$ cat src/rtl/pattern_stream_counter.sv
// pattern_stream_counter: scans a TERM-delimited symbol stream read from
// a synchronous-read memory and counts matches of programmable patterns.
//
// Ports:
//   clock, reset   : clock and synchronous active-high reset
//   start          : one-cycle pulse that begins a scan (ignored while busy)
//   overlap_en     : 1 = overlapping matches counted, 0 = non-overlapping
//   pattern        : symbol j of pattern i at [(i*MAX_LEN+j)*SYM_W +: SYM_W]
//   pattern_mask   : bit i*MAX_LEN+j makes symbol j of pattern i a wildcard
//   pattern_len    : per-pattern length; 0 or > MAX_LEN disables it
//   mem_en/addr    : memory read request; mem_data returns MEM_LAT later
//   busy/done      : scan in progress / scan complete (held)
//   overflow       : scan hit the top address without a double terminator
//   count_sel/out  : selects one saturating counter for display
//   symbol_count   : non-terminator symbols consumed
module pattern_stream_counter #(
   parameter int NUM_PATTERNS = 5,
   parameter int MAX_LEN      = 4,
   parameter int SYM_W        = 4,
   parameter int COUNT_W      = 8,
   parameter int ADDR_W       = 8,
   parameter int MEM_LAT      = 1,
   parameter logic [SYM_W-1:0] TERM = SYM_W'(4'hF),
   localparam int LEN_W = $clog2(MAX_LEN + 1),
   localparam int SEL_W = $clog2(NUM_PATTERNS),
   localparam int NSYM  = NUM_PATTERNS * MAX_LEN
) (
   input  logic                          clock,
   input  logic                          reset,
   input  logic                          start,
   input  logic                          overlap_en,
   input  logic [NSYM*SYM_W-1:0]         pattern,
   input  logic [NSYM-1:0]               pattern_mask,
   input  logic [NUM_PATTERNS*LEN_W-1:0] pattern_len,
   output logic                          mem_en,
   output logic [ADDR_W-1:0]             mem_addr,
   input  logic [SYM_W-1:0]              mem_data,
   output logic                          busy,
   output logic                          done,
   output logic                          overflow,
   input  logic [SEL_W-1:0]              count_sel,
   output logic [COUNT_W-1:0]            count_out,
   output logic [ADDR_W:0]               symbol_count
);

   typedef enum logic [1:0] {
      IDLE,
      SCAN,
      DRAIN,
      DONE
   } state_t;

   state_t state_q, state_n;

   logic [MEM_LAT-1:0] tag_q;
   logic [ADDR_W-1:0]  addr_q;
   logic [SYM_W-1:0]   pat_q [NSYM];
   logic [NSYM-1:0]    msk_q;
   logic [LEN_W-1:0]   len_q [NUM_PATTERNS];
   logic               ovl_q;
   logic [SYM_W-1:0]   win_q [MAX_LEN];
   logic [SYM_W-1:0]   win_n [MAX_LEN];
   logic [LEN_W-1:0]   fill_q;
   logic [LEN_W-1:0]   fill_n;
   logic [LEN_W-1:0]   cool_q [NUM_PATTERNS];
   logic [COUNT_W-1:0] cnt_q [NUM_PATTERNS];
   logic [ADDR_W:0]    sym_cnt_q;
   logic               prev_term_q;
   logic               ovf_q;

   logic go;
   logic consume;
   logic is_term;
   logic sym_take;
   logic sep;
   logic eos;
   logic drained;
   logic [NUM_PATTERNS-1:0] hit;

   assign go       = start && (state_q == IDLE || state_q == DONE);
   assign consume  = tag_q[MEM_LAT-1] &&
                     (state_q == SCAN || state_q == DRAIN);
   assign is_term  = (mem_data == TERM);
   assign sym_take = consume && !is_term;
   assign sep      = consume && is_term && !prev_term_q;
   assign eos      = consume && is_term && prev_term_q;
   assign drained  = (state_q == DRAIN) && (tag_q == '0);

   // Window as it will look once the incoming symbol is shifted in, so
   // matches are judged on the symbol being consumed this cycle.
   always_comb begin
      win_n[0] = mem_data;
      for (int k = 1; k < MAX_LEN; k++) begin
         win_n[k] = win_q[k-1];
      end
      if (int'(fill_q) >= MAX_LEN) begin
         fill_n = fill_q;
      end else begin
         fill_n = fill_q + LEN_W'(1);
      end
   end

   always_comb begin
      hit = '0;
      for (int i = 0; i < NUM_PATTERNS; i++) begin
         int l;
         l = int'(len_q[i]);
         if (l != 0 && l <= MAX_LEN) begin
            hit[i] = (fill_n >= len_q[i]) &&
                     (ovl_q || cool_q[i] == '0);
            for (int j = 0; j < MAX_LEN; j++) begin
               if (j < l &&
                   !msk_q[i*MAX_LEN+j] &&
                   pat_q[i*MAX_LEN+j] != win_n[l-1-j]) begin
                  hit[i] = 1'b0;
               end
            end
         end
      end
   end

   always_ff @(posedge clock) begin
      if (reset) begin
         state_q <= IDLE;
      end else begin
         state_q <= state_n;
      end
   end

   always_comb begin
      state_n = state_q;
      case (state_q)
         IDLE, DONE: begin
            if (start) state_n = SCAN;
         end
         SCAN: begin
            if (eos) begin
               state_n = DONE;
            end else if (&addr_q) begin
               state_n = DRAIN;
            end
         end
         DRAIN: begin
            if (eos || drained) state_n = DONE;
         end
         default: state_n = IDLE;
      endcase
   end

   always_comb begin
      mem_en = (state_q == SCAN);
      busy   = (state_q == SCAN) || (state_q == DRAIN);
      done   = (state_q == DONE);
   end

   always_ff @(posedge clock) begin
      if (reset) begin
         tag_q       <= '0;
         addr_q      <= '0;
         msk_q       <= '0;
         ovl_q       <= 1'b0;
         fill_q      <= '0;
         sym_cnt_q   <= '0;
         prev_term_q <= 1'b0;
         ovf_q       <= 1'b0;
         for (int k = 0; k < NSYM; k++) pat_q[k] <= '0;
         for (int k = 0; k < MAX_LEN; k++) win_q[k] <= '0;
         for (int i = 0; i < NUM_PATTERNS; i++) begin
            len_q[i]  <= '0;
            cool_q[i] <= '0;
            cnt_q[i]  <= '0;
         end
      end else if (go) begin
         // Reads still in flight from a previous scan must not leak in.
         tag_q       <= '0;
         addr_q      <= '0;
         msk_q       <= pattern_mask;
         ovl_q       <= overlap_en;
         fill_q      <= '0;
         sym_cnt_q   <= '0;
         prev_term_q <= 1'b0;
         ovf_q       <= 1'b0;
         for (int k = 0; k < NSYM; k++) begin
            pat_q[k] <= pattern[k*SYM_W +: SYM_W];
         end
         for (int k = 0; k < MAX_LEN; k++) win_q[k] <= '0;
         for (int i = 0; i < NUM_PATTERNS; i++) begin
            len_q[i]  <= pattern_len[i*LEN_W +: LEN_W];
            cool_q[i] <= '0;
            cnt_q[i]  <= '0;
         end
      end else begin
         tag_q[0] <= mem_en;
         for (int k = 1; k < MEM_LAT; k++) tag_q[k] <= tag_q[k-1];
         if (mem_en) addr_q <= addr_q + ADDR_W'(1);
         if (consume) prev_term_q <= is_term;
         if (sym_take) begin
            for (int k = 0; k < MAX_LEN; k++) win_q[k] <= win_n[k];
            fill_q    <= fill_n;
            sym_cnt_q <= sym_cnt_q + (ADDR_W+1)'(1);
            for (int i = 0; i < NUM_PATTERNS; i++) begin
               if (hit[i] && cnt_q[i] != '1) begin
                  cnt_q[i] <= cnt_q[i] + COUNT_W'(1);
               end
               // Cooldown of L-1 forces the next match to start
               // after the end of this one.
               if (hit[i] && !ovl_q) begin
                  cool_q[i] <= len_q[i] - LEN_W'(1);
               end else if (cool_q[i] != '0) begin
                  cool_q[i] <= cool_q[i] - LEN_W'(1);
               end
            end
         end
         if (sep) begin
            fill_q <= '0;
            for (int i = 0; i < NUM_PATTERNS; i++) cool_q[i] <= '0;
         end
         if (drained) ovf_q <= 1'b1;
      end
   end

   always_comb begin
      count_out = '0;
      if (int'(count_sel) < NUM_PATTERNS) begin
         count_out = cnt_q[count_sel];
      end
   end

   assign mem_addr     = addr_q;
   assign overflow     = ovf_q;
   assign symbol_count = sym_cnt_q;

endmodule

$ cat config.mk
export PLATFORM = sky130hd
export DESIGN_NAME = pattern_stream_counter
export DESIGN_NICKNAME = d
export VERILOG_FILES = /design/src/rtl/pattern_stream_counter.sv
export SDC_FILE = /design/constraint.sdc
export NUM_CORES = 1
export LEC_CHECK = 0
export BUFFER_PORTS_ARGS = -buffer_cell sky130_fd_sc_hd__clkbuf_2
export CAP_MARGIN = 5
export CORE_MARGIN = 2
export CORE_UTILIZATION = 30
export DETAILED_ROUTE_END_ITERATION = 12
export RECOVER_POWER = 50
export SYNTH_ARGS = -nofsm -noshare
export SYNTH_HDL_FRONTEND = slang
export SYNTH_SLANG_ARGS = --single-unit
$ cat constraint.sdc
create_clock -name clock -period 6 [get_ports clock]
set_clock_uncertainty 0.1 [all_clocks]
set_input_delay 0 -clock clock [delete_from_list [all_inputs] [get_ports clock]]
set_output_delay 0 -clock clock [all_outputs]
set_load 0.01 [all_outputs]
# Word-level counts from Yosys, hierarchy flattened

Memory sizes are Yosys's and may differ from the RTL's.
Index checks and enable logic that the tools add are counted.

Add/subtract/negate cells: 38
$lt $le $gt $ge: 52
Eq/ne operators: 32
Multiplexer cells: 248
Bitwise logic cells: 84
Reductions and logical operators: 119

Operators with widths:

| operator              | count |
|---|---|
| $ge A32 B3 Y1 const B | 20 |
| $not A32 Y32          | 20 |
| $mux W4               | 68 |
| $bmux W4 S2           | 20 |
| $mux W1               | 118 |
| $mux W8               | 11 |
| $ne A4 B4 Y1          | 20 |
| $mux W3               | 26 |
| $logic_and A1 B1 Y1   | 67 |
| $or A1 B1 Y1          | 63 |
| $sub A4 B3 Y5 const B | 10 |
| $add A8 B1 Y8 const B | 6 |
| $ne A8 B8 Y1 const B  | 5 |
| $lt A1 B3 Y1 const A  | 10 |
| $lt A2 B3 Y1 const A  | 10 |
| $reduce_bool A3 Y1    | 10 |
| $sub A3 B1 Y3 const B | 10 |
| $sub A4 B2 Y5 const B | 5 |
| $logic_not A1 Y1      | 23 |
| $sub A3 B1 Y4 const B | 5 |
| $ge A3 B3 Y1          | 5 |
| $le A3 B3 Y1 const B  | 5 |
| $logic_not A3 Y1      | 5 |
| $add A9 B1 Y9 const B | 1 |
| other kinds (18)      | 30 |

Register bits: 46
RAM bits: 166
Bits of input ports: 126
Logic and storage cells: 587
Memories: 5

Memories:

| name   | words | bits a word | read ports | clocked after Yosys merged registers in | write ports | line | source |
|---|---|---|---|---|---|---|---|
| pat_q  | 20    | 4           | 20         | 0                                       | 20          | 57   | `logic [SYM_W-1:0] pat_q [NSYM];` |
| cnt_q  | 5     | 8           | 6          | 0                                       | 5           | 66   | `logic [COUNT_W-1:0] cnt_q [NUM_PATTERNS];` |
| win_q  | 4     | 4           | 3          | 0                                       | 4           | 61   | `logic [SYM_W-1:0] win_q [MAX_LEN];` |
| cool_q | 5     | 3           | 5          | 0                                       | 5           | 65   | `logic [LEN_W-1:0] cool_q [NUM_PATTERNS];` |
| len_q  | 5     | 3           | 5          | 0                                       | 5           | 59   | `logic [LEN_W-1:0] len_q [NUM_PATTERNS];` |

# Longest topological paths before layout

Gate-level depths: netlist of run 1.

Word-level depth: 21
Depth in mapped cells: 16
Gate-level depth less buffers: 11

# Worst setup path before layout of run 1

Ideal clock, no wire load.

Kind: register to register
Start point: register state_q[0]
End point: memory len_q[0][0] (netlist name) (enable)
Setup time: 497 ps
Arrival time: 4031 ps
Data required time: 5403 ps
Path slack: 1373 ps
Cell stages (with the launch flop): 7
Buffers on the path: 2
Cells stage by stage: dfxtp_1 > inv_1 > ha_1 > a21oi_1 > inv_1 > clkbuf_1 > clkbuf_1

RTL lines:

| element                | line | source |
|---|---|---|
| start, declared        | 53   | `state_t state_q, state_n;` |
| start signal, assigned | 126  | `state_q <= state_n;` |
| end, declared          | 59   |  |

==> results of run 1 <==
[flip-flops by register name, indices dropped and copies added, names as in the netlist]
name	count
prev_term_q	1
len_q	15
fill_q	3
cnt_q	40
pat_q	80
symbol_count	9
msk_q	20
state_q	2
cool_q	15
ovl_q	1
tag_q	1
win_q	12
mem_addr	8
overflow	1
[power breakdown]
group          internal, mW  leakage, nW  switching (mW)
clock network          1.03        0.441           0.647
registers              1.94         2.08           0.382
logic                  1.14         3.41            1.09
total                  4.12         5.93            2.11
[Yosys cell counts, drive strengths merged (4+ instances only)]
cell,n
nor3,12
ha,47
nand2b,7
nand4,24
nor2b,18
a211oi,8
inv,47
nor4,6
clkbuf,56
mux4,88
dfxtp,62
xor2,56
a311oi,4
nand4b,4
o21bai,4
o21ai,25
a21oi,40
edfxtp,146
nor2,93
xnor2,71
nand3,29
nand2,54
mux2i,4
and2,97
a22o,19
a21o,5
buf,28
or3,8
[routing by layer]
layer	share of wire [%]	track usage, %	vias to the layer above	wire, µm
met1	42	20.22	4739	14360
met5	0	0	-	0
met3	7.2	2.614	55	2434
met2	48	24.76	390	16340
li1	-	-	4491	-
met4	2.7	4.775	0	907
[final cells by class]
| cell class | instances | area share (%) |
|---|---|---|
| repair buffers | 292 | 12.76 |
| clock buffers | 26 | 3.845 |
| well taps | 585 | 4.471 |
| inverters | 47 | 1.093 |
| multi-input cells | 764 | 41.74 |
| clock inverters | 20 | 1.727 |
| flip-flops and latches | 208 | 34.37 |
[repair_timing]
action / CTS / global route
resized for setup: 0 / 0
hold endpoints to repair: 118 / 0
hold buffers: 127 / 0
endpoints found under the setup margin: 0 / 0
[worst paths after layout]
path                                    from            to  cells past startpoint
worst min register to register  cool_q[0][0]  cool_q[0][0]                      1
worst max-delay path             len_q[0][6]   cnt_q[1][2]                     11
worst min-delay path             mem_data[1]   win_q[0][1]                      2
worst max register to register   len_q[0][6]   cnt_q[1][2]                     11
[worst max-delay path, delay by kind of cell (launching register included)]
family	cells	cell delay [ns]
xor gates and xnor gates	1	0.16
buffers and inverters	2	0.50
AOI/OAI and AO/OA	1	0.35
adders and majority gates	1	0.90
and+or+nand+nor	5	1.03
muxes	1	0.60
DFF	1	0.94
[logic make-up (layout without fill, tap and decap cells)]
logic type | after synthesis | after routing | synth area share [%]
AND/OR/NAND/NOR | 365 | 365 | 16.80
multiplexers | 93 | 93 | 15.59
XOR/XNOR | 127 | 127 | 8.527
adder cells (fa/ha/maj) | 47 | 47 | 4.508
buffers and inverters | 131 | 385 | 4.613
flip-flops | 208 | 208 | 43.12
AO/OA/AOI/OAI | 132 | 132 | 6.839
==> impl_metrics.py, run 1 <==
metrics = {
    "floorplanning": {
        "die-area_um2": 45170,
        "io_pins": 155,
        "initial_utilization_pct": 30.35,
        "die_height_um": 212.5,
        "fp.coreArea_um2": 42980,
        "dieWidth_um": 212.5,
        "num_rows": 76,
    },
    "clock_network": {
        "cts_buffer_depth": 3,
        "insertion_delay_ns": 0.54,
        "post-cts-setup-buffer-count": 0,
        "h-tree-depth": 1,
        "cts.sinks": 208,
        "cts-root-buf": "clkbuf_16",
        "cts_tree": "built",
        "cts_buffers": 25,
        "path_clk_slew_ns": 0.06,
    },
    "global_routing": {
        "grt.total_usage_pct": 15.07,
        "grt_pass1_vias": 9387,
        "antenna_found_initial": 0,
        "grt_pass1_wl_um": 53140,
        "grt_overflow": 0,
        "grt_max_degree": 109,
    },
    "cells_and_area": {
        "syn2layout_area_growth_pct": 25.48,
        "drive_gt1_share_pct": 23.29,
        "fillers": 4204,
        "layout_commonest_cell": "edfxtp_1",
        "diodes": 0,
        "regArea_um2": 5625,
        "final_cell_mix": "146 x edfxtp_1, 127 x dlygate4sd3_1, 124 x clkbuf_2",
        "final_cell_area_um2": 16370,
        "fin_util_pct": 38.09,
        "multi_input_area_um2": 6833,
        "instances_no_fill": 1942,
        "nets": 1511,
    },
    "power_and_ir_drop": {
        "powerDensity_nw_per_um2": 380.6,
        "power.total_mw": 6.231,
        "vdd_drop_max_mv": 0.2116,
        "power_leakage_nw": 5.931,
    },
    "yosys": {
        "synth-edff-count": 146,
        "ys_async_sr_fraction_pct": 0,
        "ys_types": 64,
        "netlist_area_um2": 13050,
        "syn_inst": 1103,
        "yosys_warnings": 0,
        "synthDominantCellAreaShare_pct": 33.61,
        "yosysTopAreaCell": "edfxtp_1",
        "avgSynthCellArea_um2": 11.83,
        "ys_seq_area_share_pct": 43.12,
        "syn-num-nets": 1276,
        "synth_area_leaders": "edfxtp_1 34%, mux4_2 15%, dfxtp_1 9.5%",
        "synth-seq-cells": 208,
        "synth_flop_cell": "edfxtp_1",
    },
    "timing": {
        "final_max_slew_viol_count": 144,
        "holdWs_ns": 0.07017,
        "post-route-period-util_pct": 81.40,
        "tns_ns": 0,
        "finalWorstSetupSlack_ns": 1.116,
        "tightest_slew_ns": 3.822,
        "max_freq_ghz": 0.2048,
        "finalHoldViolations": 0,
        "rsz0062_at_grt": "false",
        "final.min_clock_period_ns": 4.884,
        "slew-limit-headroom_pct": -154.8,
        "final-setup-viol-count": 0,
    },
    "placed_design": {
        "gp_congestion": 0.8137,
        "place_ws_ns": 1.123,
        "dp_hpwl_um": 23270,
        "dp.cells": 1769,
        "dpl_cell_area_um2": 14240,
        "port_buffers": 154,
    },
    "worst_setup_path": {
        "crit_path_max_incr_delay_ns": 0.94,
        "required_ns": 6.17,
        "critical_path_class": "reg -> reg",
        "reg2reg_slack_ns": 1.12,
        "crit_path_end_kind": "flop",
        "crit_fanout": 23,
        "cp.arrival_ns": 5.06,
        "critPathLaunchType": "flop",
        "cpMaxStageDelayCell": "edfxtp_1",
        "cp_cell_sequence": "inv_1 > ha_1 > mux4_2 > xor2_1 > nor4_1 > o32a_1 > nand4_1 > nand2_1 > and4b_4 > buf_12 > nor2_4",
    },
    "detailed_routing": {
        "drt_first_iter_violations": 746,
        "routed_wirelength_um": 34040,
        "drtAntennaViolNets": 0,
        "vias": 9675,
        "drc": 0,
        "wl_per_cell_um": 17.53,
        "viasPerCell": 4.982,
        "drt-pass1-iter-count": 5,
    },
    "hold_path": {
        "hold_path.class": "in -> reg",
    },
    "run": {
        "cap_violations": 2,
    },
    "outcome": {
        "violations": "max-capacitance violations, max-slew violations",
        "outcome": "finished, violations left",
    },
}
Note: power is estimated with default switching activity, not from simulation.
==> run 2, diff against run 1 <==
Clock period 6 ns to 4.3 ns, I/O delays scaled along.
==> run 2 against run 1 <==
Net effect: the flow still finishes with violations (max-capacitance violations, max-slew violations); final area increased by 1.2%; count of clock-buffer cells in the layout is the same; fmax is 21% higher; total power grew 41%; first-iteration DRC count rose by 2.3%; wire length up 2.7%; sequential share of layout area shrank 0.39 points; non-clock buffer count rose by 23; critical endpoint is now cnt_q[2][3]; largest power group is now combinational logic.
==> impl_metrics.py, run 2 (synthesis gave the netlist of run 1 again) <==
metrics = {
    "power_and_ir_drop": {
        "power_leakage_nw": 6.053,
        "powerDensity_nw_per_um2": 528.9,
        "p_sw_mw": 2.955,
        "switching_share_pct": 33.73,
        "power.total_mw": 8.759,
        "vdd_drop_max_mv": 0.2772,
        "p_seq_share_pct": 36.1,
        "p_int_mw": 5.804,
        "p_clk_share_pct": 26.3,
        "power_frac_comb_pct": 37.6,
    },
    "clock_network": {
        "cts.sinks": 208,
        "h-tree-depth": 1,
        "cts-root-buf": "clkbuf_16",
        "cts_buffers": 24,
        "cts_buffer_depth": 3,
        "insertion_delay_ns": 0.54,
        "path_clk_slew_ns": 0.06,
        "cts_tree": "built",
    },
    "worst_setup_path": {
        "required_ns": 4.48,
        "critical_path_class": "reg -> reg",
        "critPathLaunchType": "flop",
        "cp.arrival_ns": 4.20,
        "crit_fanout": 22,
        "crit_path_end_kind": "flop",
    },
    "cells_and_area": {
        "regMostFlops": "pat_q",
        "instances_no_fill": 1963,
        "nets": 1533,
        "syn2layout_area_growth_pct": 26.94,
        "final_cell_mix": "146 x edfxtp_1, 127 x dlygate4sd3_1, 125 x clkbuf_2",
        "reg.largest.list": "pat_q x80, cnt_q x40, msk_q x20",
        "diodes": 0,
        "drive_gt1_share_pct": 24.67,
        "layout_commonest_cell": "edfxtp_1",
        "largest_reg_flops": 80,
        "fin_util_pct": 38.53,
        "final_cell_area_um2": 16560,
    },
    "timing": {
        "tightest_slew_ns": 1.841,
        "slew-limit-headroom_pct": -22.74,
        "final-setup-viol-count": 0,
        "final.min_clock_period_ns": 4.020,
        "finalWorstSetupSlack_ns": 0.2796,
        "finalHoldViolations": 0,
        "rsz0062_at_grt": "false",
        "post-route-period-util_pct": 93.50,
        "tns_ns": 0,
        "final_max_slew_viol_count": 143,
        "holdWs_ns": 0.1128,
        "max_freq_ghz": 0.2487,
    },
    "run": {
        "cap_violations": 2,
    },
    "placed_design": {
        "port_buffers": 154,
        "gp_congestion": 0.8603,
        "dp_hpwl_um": 24060,
        "place_ws_ns": 0.2800,
        "dp.cells": 1792,
        "dpl_cell_area_um2": 14450,
    },
    "floorplanning": {
        "initial_utilization_pct": 30.35,
        "io_pins": 155,
        "die-area_um2": 45170,
        "die_height_um": 212.5,
        "dieWidth_um": 212.5,
        "num_rows": 76,
        "fp.coreArea_um2": 42980,
    },
    "detailed_routing": {
        "drt_first_iter_violations": 763,
        "wl_met1_um": 15000,
        "vias": 9628,
        "drt-pass1-iter-count": 5,
        "highest_layer": "met4",
        "dr_wl_met3_um": 2386,
        "viasPerCell": 4.905,
        "drc": 0,
        "wl_met2_um": 16490,
        "routed_wirelength_um": 34940,
        "wl_per_cell_um": 17.80,
        "drtAntennaViolNets": 0,
    },
    "global_routing": {
        "grt_pass1_wl_um": 54460,
        "grt_pass1_vias": 9609,
        "grt.total_usage_pct": 15.48,
        "grt_max_degree": 109,
        "antenna_found_initial": 0,
        "grt_overflow": 0,
    },
    "outcome": {
        "violations": "max-capacitance violations, max-slew violations",
        "outcome": "finished, violations left",
    },
    "hold_path": {
        "hold_path.class": "in -> reg",
    },
}
[run 2: cell count changes in the layout (fill, tap and decap cells not counted), sizes merged]
cell and change:
buf +24, clkbuf -1, clkinv -5, clkinvlp +2, inv +1
[run 2: timing repair]
item,CTS,global route
gates resized for setup,0,0
hold buffers,127,0
endpoints found under the hold margin,118,0
buffers inserted,0,0
[run 2: area by class of cell]
type                            instances  area, µm²
Clock inverter                         18      265.3
Inverter                               47      178.9
Fill cell                            4234      26420
Tap cell                              585      732.0
Timing Repair Buffer                  315       2291
Multi-Input combinational cell        764       6838
Sequential cell                       208       5625
Clock buffer                           26      629.4
[run 2: power groups by stage]
stage	sequential (mW)	combinational [mW]	clock [mW]
finish	3.16	3.29	2.30
global placement	3.18	3.16	0
global route	3.21	3.61	2.43
detailed placement	3.19	3.22	0
floorplan	2.97	2.59	0
CTS	3.15	3.34	2.35
[run 2: layer usage]
layer  vias up  track usage, %
met4         0           5.546
met3        71           2.762
li1       4531               -
met2       359           25.01
met5         -               0
met1      4667           20.81
[run 2: worst paths after layout]
path	endpoint	startpoint	slack, ns	cells past startpoint
setup / recovery	cnt_q[2][3]	len_q[0][10]	0.28	12
hold / removal	win_q[0][3]	mem_data[3]	0.11	2
setup reg to reg	cnt_q[2][3]	len_q[0][10]	0.28	12
hold reg to reg	cool_q[0][0]	cool_q[0][0]	0.34	1
[run 2: worst max-delay path: stages, from the launching register on]
cell and delay (ns):
edfxtp_1 0.38, inv_1 0.10, ha_1 0.33, buf_12 0.18, mux4_2 0.53, xnor2_1 0.14, a41oi_1 0.29, o22ai_1 0.11
a21oi_1 0.24, nand3b_1 0.18, and4b_4 0.75, buf_12 0.31, nor2_4 0.05
